<file path="config.mk">
export PLATFORM = sky130hd
export DESIGN_NAME = lv_mode_ctrl
export DESIGN_NICKNAME = d
export VERILOG_FILES = /design/src/rtl/lv_mode_ctrl.sv
export SDC_FILE = /design/constraint.sdc
export NUM_CORES = 1
export LEC_CHECK = 0
export ABC_AREA = 1
export BUFFER_PORTS_ARGS = -buffer_cell sky130_fd_sc_hd__clkbuf_2
export CAP_MARGIN = 15
export CORE_MARGIN = 4
export CORE_UTILIZATION = 55
export DETAILED_ROUTE_END_ITERATION = 12
export PLACE_DENSITY = 0.77
export SLEW_MARGIN = 20
export SYNTH_ARGS = -nofsm -noshare
export SYNTH_HDL_FRONTEND = slang
export SYNTH_SLANG_ARGS = --single-unit
export TNS_END_PERCENT = 30
</file>
<file path="constraint.sdc">
create_clock -name clk -period 3.6 [get_ports clk]
set_input_delay 0.72 -clock clk [delete_from_list [all_inputs] [get_ports clk]]
set_output_delay 0.72 -clock clk [all_outputs]
set_load 0.01 [all_outputs]
</file>
<file path="src/rtl/lv_mode_ctrl.sv">
// LV-side mode controller: sequences the eFuse load after reset and then arbitrates
// the one-hot operating mode word (RESET/CFG/NORMAL/BIST/FSISO) plus the ADC qualifiers.
module lv_mode_ctrl #(
    parameter int EFUSE_TMO = 1024,
    parameter int BIST_TMO  = 4096
) (
    input  logic       clk,
    input  logic       rst,
    input  logic       i_reset_req,
    input  logic       i_fsiso_trig,
    input  logic       i_fsiso_clr,
    input  logic       i_bist_req,
    input  logic       i_bist_done,
    input  logic       i_cfg_req,
    input  logic       i_normal_req,
    input  logic       i_adc1_req,
    input  logic       i_adc2_req,
    output logic       o_efuse_load_req,
    input  logic       i_efuse_load_done,
    output logic [7:0] o_reg_mode,
    output logic       o_mode_chg,
    output logic       o_efuse_err,
    output logic       o_bist_err
);

    localparam logic [2:0] ST_RESET  = 3'd0;
    localparam logic [2:0] ST_CFG    = 3'd1;
    localparam logic [2:0] ST_NORMAL = 3'd2;
    localparam logic [2:0] ST_BIST   = 3'd3;
    localparam logic [2:0] ST_FSISO  = 3'd4;

    localparam logic [15:0] EFUSE_LOAD = 16'(EFUSE_TMO - 1);
    localparam logic [15:0] BIST_LOAD  = 16'(BIST_TMO - 1);

    // Bit position follows the mode word: [4] fsiso .. [0] reset.
    function automatic logic [4:0] f_onehot(input logic [2:0] st);
        logic [4:0] oh;
        case (st)
            ST_RESET:  oh = 5'b00001;
            ST_NORMAL: oh = 5'b00010;
            ST_CFG:    oh = 5'b00100;
            ST_BIST:   oh = 5'b01000;
            ST_FSISO:  oh = 5'b10000;
            default:   oh = 5'b00001;
        endcase
        return oh;
    endfunction

    logic [2:0]  r_state;
    logic [15:0] r_cnt;
    logic [7:0]  r_mode;
    logic        r_load_req;
    logic        r_mode_chg;
    logic        r_efuse_err;
    logic        r_bist_err;

    logic [2:0]  w_next_state;
    logic [15:0] w_cnt_next;
    logic        w_efuse_done_next;
    logic        w_efuse_err_set;
    logic        w_bist_err_set;
    logic        w_adc_ok;
    logic [7:0]  w_mode_next;

    // Next-state arbitration and shared timeout counter update.
    always_comb begin
        w_next_state      = r_state;
        w_efuse_done_next = r_mode[7];
        w_efuse_err_set   = 1'b0;
        w_bist_err_set    = 1'b0;
        if (r_cnt != 16'd0) begin
            w_cnt_next = r_cnt - 16'd1;
        end else begin
            w_cnt_next = 16'd0;
        end

        case (r_state)
            ST_RESET: begin
                if (i_efuse_load_done) begin
                    w_next_state      = ST_CFG;
                    w_efuse_done_next = 1'b1;
                end else if (r_cnt == 16'd0) begin
                    w_next_state    = ST_FSISO;
                    w_efuse_err_set = 1'b1;
                end else begin
                    w_next_state = ST_RESET;
                end
            end
            default: begin
                if (i_reset_req) begin
                    w_next_state      = ST_RESET;
                    w_efuse_done_next = 1'b0;
                    w_cnt_next        = EFUSE_LOAD;
                end else if (i_fsiso_trig) begin
                    w_next_state = ST_FSISO;
                end else begin
                    case (r_state)
                        ST_CFG: begin
                            if (i_bist_req) begin
                                w_next_state = ST_BIST;
                                w_cnt_next   = BIST_LOAD;
                            end else if (i_normal_req) begin
                                w_next_state = ST_NORMAL;
                            end else begin
                                w_next_state = ST_CFG;
                            end
                        end
                        ST_NORMAL: begin
                            if (i_cfg_req) begin
                                w_next_state = ST_CFG;
                            end else begin
                                w_next_state = ST_NORMAL;
                            end
                        end
                        ST_BIST: begin
                            if (i_bist_done) begin
                                w_next_state = ST_CFG;
                            end else if (r_cnt == 16'd0) begin
                                w_next_state   = ST_FSISO;
                                w_bist_err_set = 1'b1;
                            end else begin
                                w_next_state = ST_BIST;
                            end
                        end
                        ST_FSISO: begin
                            if (i_fsiso_clr) begin
                                w_next_state = ST_CFG;
                            end else begin
                                w_next_state = ST_FSISO;
                            end
                        end
                        default: begin
                            // Unreachable encodings recover through a full eFuse reload.
                            w_next_state      = ST_RESET;
                            w_efuse_done_next = 1'b0;
                            w_cnt_next        = EFUSE_LOAD;
                        end
                    endcase
                end
            end
        endcase

        w_adc_ok    = (w_next_state == ST_CFG) || (w_next_state == ST_NORMAL);
        w_mode_next = {w_efuse_done_next, i_adc2_req & w_adc_ok, i_adc1_req & w_adc_ok,
                       f_onehot(w_next_state)};
    end

    // State, counter and registered outputs.
    always_ff @(posedge clk) begin
        if (rst) begin
            r_state     <= ST_RESET;
            r_cnt       <= EFUSE_LOAD;
            r_mode      <= 8'h01;
            r_load_req  <= 1'b0;
            r_mode_chg  <= 1'b0;
            r_efuse_err <= 1'b0;
            r_bist_err  <= 1'b0;
        end else begin
            r_state     <= w_next_state;
            r_cnt       <= w_cnt_next;
            r_mode      <= w_mode_next;
            r_load_req  <= (w_next_state == ST_RESET);
            r_mode_chg  <= (w_mode_next[4:0] != r_mode[4:0]);
            r_efuse_err <= r_efuse_err | w_efuse_err_set;
            r_bist_err  <= r_bist_err | w_bist_err_set;
        end
    end

    assign o_reg_mode       = r_mode;
    assign o_efuse_load_req = r_load_req;
    assign o_mode_chg       = r_mode_chg;
    assign o_efuse_err      = r_efuse_err;
    assign o_bist_err       = r_bist_err;

endmodule

</file>
==> results_dict.tcl <==
set metrics [dict create \
    ioPinCount 24 \
    fmax_mhz 532 \
    min_path_type "reg2reg" \
    synth_seq_cells 31 \
    end_kind "register" \
    ctsHtreeMaxLevel 2 \
    wirelength_um 3320 \
    yosys_warnings 0 \
    synth_most_common_cell "nand2_1" \
    yosysSeqAreaShare 0.366 \
    synth_nets 246 \
    first_iter_violations 71 \
    fin_crit_sh 0.522 \
    synthTopCellsByCount "47 x nand2_1, 33 x nor2_1, 31 x dfxtp_1" \
    start_util 0.594 \
    relSlewSlack 0.662 \
    vias 1424 \
    row_count 19 \
    arrival_ns 2.10 \
    cap_violations 0 \
    rsz0062_at_grt "false" \
    rr_startpoint "r_cnt[0]" \
    finClkSkew_ns 0.00627 \
    synth.distinct_cells 33 \
    dieHeight_um 63.5 \
    p_leak_nw 0.953 \
    wl_per_cell_um 11.3 \
    ctsHoldBuffers 0 \
    ant_nets 0 \
    cts_tree "built" \
    status "finished clean" \
    grt_max_degree 13 \
    synth-edff-count 0 \
    critPathKind "reg2reg" \
    synthTopCellsByArea "dfxtp_1 37%, nand2_1 10%, nor2_1 7.3%" \
    die_w_um 63.5 \
    r2r_slack_ns 1.72 \
    overflow 0 \
    vias_per_cell 4.86 \
    slew_violations 0 \
    cts_max_path_buffers 2 \
    crit_path_start_kind "register" \
    fin_nets 275 \
    crit_path_start "r_cnt[0]" \
    yosysTopAreaCellShare 0.366 \
    fillCellCount 267 \
    antenna_found_initial 0 \
    clk-insertion-delay-late_ns 0.33 \
    cts_resized 0 \
    final_util 0.677 \
    mappedNetlistArea_um2 1690 \
    hpwl_um 2570 \
    ys.flop_type "dfxtp_1" \
    grt_pass1_wl_um 6080 \
    finalHoldViolations 0 \
    cts_num_sinks 31 \
    crit_path_max_fanout 7 \
    fin_crit_ns 1.88 \
    tns_ns 0 \
    clkTransAtPathRegs_ns 0.10 \
    cts_buffers 5 \
    p_per_area_nw_per_um2 391 \
    synth_largest_area_cell "dfxtp_1" \
    max-vdd-ir-drop_mv 0.246 \
    min_from "o_bist_err" \
    io_buffers 23 \
    cts-root-buf "clkbuf_4" \
    dr.pass1.iters 4 \
    post-cts-setup-buffers 0 \
    drive_gt1_frac 0.282 \
    setup_viol 0 \
    antennaDiodeCount 0 \
    syn_avg_cell_area_um2 7.30 \
    netlist_instances 232 \
    async_flop_share 0 \
    critPathRequiredTime_ns 3.82 \
    grt_usage 0.189 \
    drc 0 \
    gp_congestion 0.887 \
    area_growth_pct 14.0 \
    max_slew.worst_pin.slew_ns 0.503 \
    coreArea_um2 2850 \
    die_area_um2 4030 \
    grt_pass1_vias 1432 \
]
[worst paths after layout]
| check | end | cells past startpoint |
|---|---|---|
| setup / recovery | o_mode_chg | 15 |
| hold / removal | o_bist_err | 2 |
| setup reg to reg | o_mode_chg | 15 |
| hold reg to reg | o_bist_err | 2 |
[layout make-up]
class	instances	area [um2]	area share
repair buffers	23	115	0.0596
well taps	31	38.8	0.0201
flip-flops and latches	31	621	0.321
clock buffers	6	51.3	0.0266
multi-input cells	166	938	0.486
inverters	34	131	0.0680
clock inverters	2	35.0	0.0181
[metrics by stage]
step	setup slack [ns]	std cells	power, W	hold slack (ns)	instance area (um2)
2_1_floorplan	1.90	232	0.000447	0.448	1690
3_3_place_gp	1.67	285	0.000476	0.447	1840
3_5_place_dp	1.64	285	0.000478	0.463	1840
4_1_cts	1.70	293	0.000763	0.482	1930
5_1_grt	1.50	293	0.000801	0.517	1930
6_report	1.72	293	0.000754	0.477	1930
[cells by family (layout without fill, tap and decap cells)]
| family | count (synthesis) | in the layout | synth area share |
|---|---|---|---|
| AO/OA/AOI/OAI | 19 | 19 | 0.0679 |
| AND/OR/NAND/NOR | 137 | 137 | 0.430 |
| XOR/XNOR | 8 | 8 | 0.0414 |
| buffers and inverters | 35 | 65 | 0.0798 |
| flip-flops | 31 | 31 | 0.366 |
| adder cells (fa/ha/maj) | 2 | 2 | 0.0148 |
[per-layer routing]
metal  wire length, um  track usage  part of all wire
met1              1510        0.224              0.45
met2              1630        0.317              0.49
met3               117       0.0604             0.035
met4                57       0.0674             0.017
met5                 0            0                 0
[critical path, cell delays in order (launching register included)]
cell	delay (ns)
dfxtp_1	0.33
inv_1	0.11
ha_1	0.16
inv_1	0.04
nor2_1	0.11
nand2_1	0.10
nor2_4	0.13
nand2_2	0.12
nand2_2	0.08
nand2_2	0.06
nand2_4	0.12
nand4_2	0.14
nand2_1	0.08
nand2_1	0.06
nor2_2	0.08
a21oi_2	0.05
[cells in the final DEF (no fill, tap or decap), types with 2 or more instances in the layout]
cell,Yosys,final
nand3_1,11,11
nand2_1,47,47
nor3_1,3,3
nand3_2,2,2
nor3_2,2,2
inv_1,29,29
xnor2_1,2,2
clkbuf_4,0,5
dfxtp_1,31,31
nor2_2,10,10
nand4_1,5,5
nor2_1,33,33
clkinv_2,1,2
clkbuf_2,0,23
or2_2,2,2
inv_2,3,3
ha_1,2,2
nand3b_1,2,2
a21oi_1,4,4
nand2_2,9,9
nand2_4,5,5
xor2_1,6,6
o21ai_0,9,9
a31oi_1,2,2
nor2_4,2,2
[sequential cells by signal (all words and copies together) (netlist names)]
register	cells
o_bist_err	1
o_efuse_err	1
o_efuse_load_req	1
o_mode_chg	1
o_reg_mode	8
r_cnt	16
r_state	3
[power breakdown]
group / switching, W / internal (W) / leakage, nW
logic: 0.0000661 / 0.0000371 / 0.652
registers: 0.00000927 / 0.000357 / 0.253
clock network: 0.000121 / 0.000164 / 0.0482
total: 0.000196 / 0.000558 / 0.953
Note: power is estimated with default switching activity, not from simulation.
